File: src/rtl/mc_ctrl_pkg.sv
// Shared encodings for the multicycle MIPS control: FSM states, opcode/funct
// values and the mux-select / alu_op codes driven onto the datapath.
package mc_ctrl_pkg;

  typedef enum logic [3:0] {
    S_FETCH  = 4'd0,
    S_DECODE = 4'd1,
    S_MEMADR = 4'd2,
    S_MEMRD  = 4'd3,
    S_MEMWB  = 4'd4,
    S_MEMWR  = 4'd5,
    S_EXEC   = 4'd6,
    S_SHIFT  = 4'd7,
    S_RWB    = 4'd8,
    S_IEXEC  = 4'd9,
    S_IWB    = 4'd10,
    S_BRANCH = 4'd11,
    S_JUMP   = 4'd12,
    S_JR     = 4'd13,
    S_HALT   = 4'd14
  } state_t;

  localparam logic [5:0] OP_RTYPE = 6'b000000;
  localparam logic [5:0] OP_J     = 6'b000010;
  localparam logic [5:0] OP_BEQ   = 6'b000100;
  localparam logic [5:0] OP_BNE   = 6'b000101;
  localparam logic [5:0] OP_ADDI  = 6'b001000;
  localparam logic [5:0] OP_ANDI  = 6'b001100;
  localparam logic [5:0] OP_ORI   = 6'b001101;
  localparam logic [5:0] OP_LW    = 6'b100011;
  localparam logic [5:0] OP_SW    = 6'b101011;

  localparam logic [5:0] F_SLL = 6'b000000;
  localparam logic [5:0] F_SRL = 6'b000010;
  localparam logic [5:0] F_JR  = 6'b001000;
  localparam logic [5:0] F_ADD = 6'b100000;
  localparam logic [5:0] F_SUB = 6'b100010;
  localparam logic [5:0] F_AND = 6'b100100;
  localparam logic [5:0] F_OR  = 6'b100101;
  localparam logic [5:0] F_NOR = 6'b100111;
  localparam logic [5:0] F_SLT = 6'b101010;

  localparam logic [1:0] ALUOP_ADD    = 2'b00;
  localparam logic [1:0] ALUOP_SUB    = 2'b01;
  localparam logic [1:0] ALUOP_FUNCT  = 2'b10;
  localparam logic [1:0] ALUOP_OPCODE = 2'b11;

  localparam logic [1:0] PCSRC_ALU    = 2'b00;
  localparam logic [1:0] PCSRC_ALUOUT = 2'b01;
  localparam logic [1:0] PCSRC_JUMP   = 2'b10;
  localparam logic [1:0] PCSRC_JR     = 2'b11;

  localparam logic [1:0] SRCA_PC    = 2'b00;
  localparam logic [1:0] SRCA_RS    = 2'b01;
  localparam logic [1:0] SRCA_SHAMT = 2'b10;

  localparam logic [1:0] SRCB_RT     = 2'b00;
  localparam logic [1:0] SRCB_FOUR   = 2'b01;
  localparam logic [1:0] SRCB_IMM    = 2'b10;
  localparam logic [1:0] SRCB_IMM_SH = 2'b11;

endpackage

File: src/rtl/mc_ctrl_decode.sv
// Instruction classifier: maps opcode/funct to the state that follows DECODE.
// Anything unrecognised lands in S_HALT and raises illegal.
module mc_ctrl_decode
  import mc_ctrl_pkg::*;
(
  input  logic [5:0] opcode,
  input  logic [5:0] funct,
  output state_t     next_state,
  output logic       illegal
);

  always_comb begin
    next_state = S_HALT;
    case (opcode)
      OP_RTYPE: begin
        case (funct)
          F_ADD, F_SUB, F_AND, F_OR, F_NOR, F_SLT: next_state = S_EXEC;
          F_SLL, F_SRL:                            next_state = S_SHIFT;
          F_JR:                                    next_state = S_JR;
          default:                                 next_state = S_HALT;
        endcase
      end
      OP_LW, OP_SW:             next_state = S_MEMADR;
      OP_BEQ, OP_BNE:           next_state = S_BRANCH;
      OP_J:                     next_state = S_JUMP;
      OP_ADDI, OP_ANDI, OP_ORI: next_state = S_IEXEC;
      default:                  next_state = S_HALT;
    endcase
    illegal = (next_state == S_HALT);
  end

endmodule

File: src/rtl/multicycle_control.sv
// Main control FSM for the multicycle MIPS core: sequences the shared datapath
// over 3-5 cycles per instruction with a single wait-stated memory port.
module multicycle_control
  import mc_ctrl_pkg::*;
(
  input  logic       clk,
  input  logic       reset,
  input  logic [5:0] opcode,
  input  logic [5:0] funct,
  input  logic       zero,
  input  logic       mem_ready,
  output logic       pc_write,
  output logic       pc_write_eq,
  output logic       pc_write_ne,
  output logic [1:0] pc_source,
  output logic       i_or_d,
  output logic       mem_read,
  output logic       mem_write,
  output logic       ir_write,
  output logic       mem_to_reg,
  output logic       reg_dst,
  output logic       reg_write,
  output logic [1:0] alu_src_a,
  output logic [1:0] alu_src_b,
  output logic [1:0] alu_op,
  output logic       ext_zero,
  output logic       retired,
  output logic       halted,
  output logic [3:0] dbg_state,
  output logic       dbg_branch_taken
);

  // Memory handshake: mem_read/mem_write is a request held with a stable
  // i_or_d until mem_ready is seen high on a posedge; that edge completes it.

  state_t state_q, state_d;
  logic   halted_q, halted_d;
  state_t dec_next;
  logic   dec_illegal;

  mc_ctrl_decode u_decode (
    .opcode     (opcode),
    .funct      (funct),
    .next_state (dec_next),
    .illegal    (dec_illegal)
  );

  always_ff @(posedge clk) begin
    if (reset) begin
      state_q  <= S_FETCH;
      halted_q <= 1'b0;
    end else begin
      state_q  <= state_d;
      halted_q <= halted_d;
    end
  end

  always_comb begin
    state_d  = state_q;
    halted_d = halted_q;
    case (state_q)
      S_FETCH:  if (mem_ready) state_d = S_DECODE;
      S_DECODE: begin
        state_d = dec_next;
        if (dec_illegal) halted_d = 1'b1;
      end
      S_MEMADR: state_d = (opcode == OP_LW) ? S_MEMRD : S_MEMWR;
      S_MEMRD:  if (mem_ready) state_d = S_MEMWB;
      S_MEMWR:  if (mem_ready) state_d = S_FETCH;
      S_EXEC, S_SHIFT: state_d = S_RWB;
      S_IEXEC:  state_d = S_IWB;
      S_MEMWB, S_RWB, S_IWB, S_BRANCH, S_JUMP, S_JR: state_d = S_FETCH;
      S_HALT:   state_d = S_HALT;
      default:  state_d = S_FETCH;
    endcase
  end

  always_comb begin
    pc_write    = 1'b0;
    pc_write_eq = 1'b0;
    pc_write_ne = 1'b0;
    pc_source   = PCSRC_ALU;
    i_or_d      = 1'b0;
    mem_read    = 1'b0;
    mem_write   = 1'b0;
    ir_write    = 1'b0;
    mem_to_reg  = 1'b0;
    reg_dst     = 1'b0;
    reg_write   = 1'b0;
    alu_src_a   = SRCA_PC;
    alu_src_b   = SRCB_RT;
    alu_op      = ALUOP_ADD;
    ext_zero    = 1'b0;
    retired     = 1'b0;
    case (state_q)
      S_FETCH: begin
        mem_read  = 1'b1;
        alu_src_b = SRCB_FOUR;
        ir_write  = mem_ready;
        pc_write  = mem_ready;
      end
      S_DECODE: alu_src_b = SRCB_IMM_SH;
      S_MEMADR: begin
        alu_src_a = SRCA_RS;
        alu_src_b = SRCB_IMM;
      end
      S_MEMRD: begin
        mem_read = 1'b1;
        i_or_d   = 1'b1;
      end
      S_MEMWB: begin
        reg_write  = 1'b1;
        mem_to_reg = 1'b1;
        retired    = 1'b1;
      end
      S_MEMWR: begin
        mem_write = 1'b1;
        i_or_d    = 1'b1;
        retired   = mem_ready;
      end
      S_EXEC: begin
        alu_src_a = SRCA_RS;
        alu_op    = ALUOP_FUNCT;
      end
      S_SHIFT: begin
        alu_src_a = SRCA_SHAMT;
        alu_op    = ALUOP_FUNCT;
      end
      S_RWB: begin
        reg_write = 1'b1;
        reg_dst   = 1'b1;
        retired   = 1'b1;
      end
      S_IEXEC: begin
        alu_src_a = SRCA_RS;
        alu_src_b = SRCB_IMM;
        if (opcode != OP_ADDI) begin
          alu_op   = ALUOP_OPCODE;
          ext_zero = 1'b1;
        end
      end
      S_IWB: begin
        reg_write = 1'b1;
        retired   = 1'b1;
      end
      S_BRANCH: begin
        alu_src_a   = SRCA_RS;
        alu_op      = ALUOP_SUB;
        pc_source   = PCSRC_ALUOUT;
        pc_write_eq = (opcode == OP_BEQ);
        pc_write_ne = (opcode == OP_BNE);
        retired     = 1'b1;
      end
      S_JUMP: begin
        pc_write  = 1'b1;
        pc_source = PCSRC_JUMP;
        retired   = 1'b1;
      end
      S_JR: begin
        pc_write  = 1'b1;
        pc_source = PCSRC_JR;
        retired   = 1'b1;
      end
      default: ;
    endcase
    // Reset abandons the current instruction: nothing may be written this cycle.
    if (reset) begin
      pc_write    = 1'b0;
      pc_write_eq = 1'b0;
      pc_write_ne = 1'b0;
      mem_read    = 1'b0;
      mem_write   = 1'b0;
      ir_write    = 1'b0;
      reg_write   = 1'b0;
      retired     = 1'b0;
    end
  end

  assign halted           = halted_q;
  assign dbg_state        = state_q;
  assign dbg_branch_taken = (state_q == S_BRANCH) &&
                            ((pc_write_eq && zero) || (pc_write_ne && !zero));

endmodule

File: config.mk
export PLATFORM = sky130hd
export DESIGN_NAME = multicycle_control
export DESIGN_NICKNAME = d
export VERILOG_FILES = /design/src/rtl/mc_ctrl_pkg.sv /design/src/rtl/mc_ctrl_decode.sv /design/src/rtl/multicycle_control.sv
export SDC_FILE = /design/constraint.sdc
export NUM_CORES = 1
export LEC_CHECK = 0
export ABC_AREA = 1
export BUFFER_PORTS_ARGS = -buffer_cell sky130_fd_sc_hd__buf_2
export CORE_ASPECT_RATIO = 0.8
export CORE_UTILIZATION = 34
export DETAILED_ROUTE_END_ITERATION = 8
export HOLD_SLACK_MARGIN = 0.02
export PLACE_DENSITY_LB_ADDON = 0.25
export SYNTH_ARGS = -nofsm -noshare
export SYNTH_HDL_FRONTEND = slang
export SYNTH_SLANG_ARGS = --single-unit
File: constraint.sdc
create_clock -name clk -period 1.89 [get_ports clk]
set_input_delay 0.2835 -clock clk [delete_from_list [all_inputs] [get_ports clk]]
set_output_delay 0.2835 -clock clk [all_outputs]
set_load 0.02 [all_outputs]
==> out/qor.txt <==
status: complete, no violations
Root Driver: clkbuf_4
gr usage total: 19.5%
I/O Buffers: 41
setup TNS: 0 ps
Gate Count Post-Synth: 153
Setup crit start kind: register
dpl ws: 208 ps
Worst Setup SP: dbg_state[2]$_SDFFE_PP0P_
cell area after synthesis: 785 um2
critical path peak fanout: 7
dpl hpwl: 1850 um
Synth area leaders: nand2_1, nor2_1, dfxtp_1, inv_1, nand3_1
Area after DPL: 0.00101 mm2
Data required, critical path: 1610 ps
Synth Warn #: 0
largest net degree at the start of global routing: 12
worst vdd ir: 0.698 mV
Reg-to-Reg Start: dbg_state[3]$_SDFFE_PP0P_
Core Region: 0.00216 mm2
Die X: 55.7 um
WP data arrival: 1490 ps
Crit Reg-Reg Endpoint: dbg_state[1]$_SDFFE_PP0P_
CTS Buffer Depth: 2
post-route DRC violation count: 0
slowest CP cell: dfxtp_4
Final nets: 219
DR vias: 1112
Hold Fails Final Rpt: 0
clk_skew: 4.73 ps
final cell count without fillers: 227
overall power: 1290 uW
Avg Inst Size Synth: 5.13 um2
row cnt: 15
flop-to-flop setup slack: 570 ps
vias in the first global route: 941
Area Overhead vs Synth: 42.7%
1st-iter DRT viols: 46
CP dominant cell by count: nor2_4
max_cap viols: 0
Unique masters post-synth: 20
crit path cell chain: nor2_4 -> inv_4 -> nor2_4 -> nand4_1 -> a21oi_2 -> o21a_1 -> buf_6
Synth Register Bits: 5
die height: 45.0 um
Max Clk Rate: 563 MHz
clock sinks: 5
placed insts: 218
DRT Wirelength: 2290 um
Setup WS post-layout: 115 ps
Via density: 4.90
Antenna Nets Post-Route: 0
sequential element share of the synthesized area: 12.8%
GPL Wtd Cong: 0.944
clock latency on the worst-skew pair: 240 ps
drt first pass iters: 4
CP peak stage delay: 380 ps
DR WL/cell: 10.1 um
Max transition margin: 79.7%
endpoints failing setup: 0
Tmin final: 1780 ps
area leader, netlist: nand2_1
CTS Buf Count: 3
total gr overflow: 0
post-synthesis net count: 169
worst-margin pin slew: 301 ps
Finished Cell Area: 0.00112 mm2
first-pass GRT wire length: 3930 um
fillers: 234
CP Capture Type: output port
Slew Viols, Final: 0
TritonCTS clock tree: yes
n_diodes: 0
H-tree levels: 1
Initial Util: 36.3%
area share of the largest cell type after synthesis: 18.2%
Die Area: 0.00250 mm2
Worst-path clk slew: 40 ps
Crit Path Class: reg -> out
initial antenna violation count: 0
min-delay worst type: in -> reg
layout cells sized above 1: 37.6%
I/O pin cnt: 42
Final Cycle Share: 93.9%
RSZ-0062 raised after global routing: true
Pleak: 0.000673 uW
R2R depth: 10
Worst Setup EP: dbg_branch_taken
pwr/cell area: 1150 mW/mm2
==> power breakdown <==
group	switching, uW	leakage (uW)	internal, uW
clock	39.2	0.0000150	79.5
combinational	612	0.000614	326
sequential	75.0	0.0000435	161
==> what timing repair did <==
item,4_1_cts,5_1_grt
resized for setup,2,15
buffers inserted,0,5
endpoints found under the setup margin,2,5
hold buffers,0,0
pin swaps,0,3
==> routing by layer <==
metal / vias to the layer above / track usage (%) / share of wire (%)
met5: - / 0 / 0
met3: 0 / 2.87 / 4.6
met4: 0 / 5.50 / 0
li1: 581 / - / -
met1: 501 / 26.7 / 48
met2: 30 / 32.5 / 47
==> kinds of logic after synthesis <==
family          synth area share [%]
simple gates                    58.4
buf+inv                         15.8
flops                           12.8
compound gates                  13.1
==> synth_stat cells <==
master	instances
nand3_1	15
o21ai_1	2
o22ai_1	1
dfxtp_1	5
inv_1	22
a21oi_1	9
o21ai_0	4
nor2_4	4
inv_2	7
clkbuf_1	1
nand2_1	38
o211ai_1	1
buf_6	1
a31oi_1	1
nor2_1	30
nor4_4	1
o21a_1	1
nand4_1	3
nor2_2	6
nor3_1	1
==> sequential cells by signal, indices dropped and copies added (netlist names) <==
| name | flops |
|---|---|
| dbg_state | 4 |
| halted | 1 |
==> worst max-delay path, delay by kind of cell, from the launching register on <==
| family | cells | cell delay, ps |
|---|---|---|
| DFF | 1 | 380 |
| AOI/OAI and AO/OA | 2 | 300 |
| and+or+nand+nor | 3 | 400 |
| buffers and inverters | 2 | 170 |
==> layout make-up <==
type                            count  area [um2]  area share, %
Multi-Input combinational cell    117         579           51.7
Clock buffer                        4        26.3           2.35
Sequential cell                     5         113           10.1
Inverter                           29         114           10.2
Timing Repair Buffer               47         256           22.9
Tap cell                           25        31.3           2.79
==> through the flow <==
step           hold slack (ps)  utilization (%)
5_1_grt                    375             51.9
2_1_floorplan              460                -
3_5_place_dp               472             47.0
4_1_cts                    371             48.3
3_3_place_gp               459             47.0
6_report                   381             51.9
==> how the worst min path moves through the flow <==
stage | from | end | slack [ps] | cells past startpoint
final | reset | dbg_state[0]$_SDFFE_PP0P_ | 380 | 2
after global routing | reset | dbg_state[0]$_SDFFE_PP0P_ | 370 | 2
after CTS | reset | dbg_state[0]$_SDFFE_PP0P_ | 370 | 2
after detailed placement | halted$_SDFFE_PP0P_ | halted$_SDFFE_PP0P_ | 470 | 2
after global placement | halted$_SDFFE_PP0P_ | halted$_SDFFE_PP0P_ | 460 | 2
after floorplan | reset | dbg_state[1]$_SDFFE_PP0P_ | 460 | 3
==> layout by cell type, fill, tap and decap left out, types with 2 or more instances in the layout <==
cell type	n
nand2_1	38
nand3_1	15
dfxtp_4	3
nor2_4	6
nand4_1	3
buf_4	6
buf_2	40
o21ai_1	2
clkbuf_4	3
a21oi_1	8
nor2_2	6
nor2_1	28
inv_1	21
inv_2	6
inv_4	2
o21ai_0	4
No activity file was read; power rests on OpenSTA's default activity.
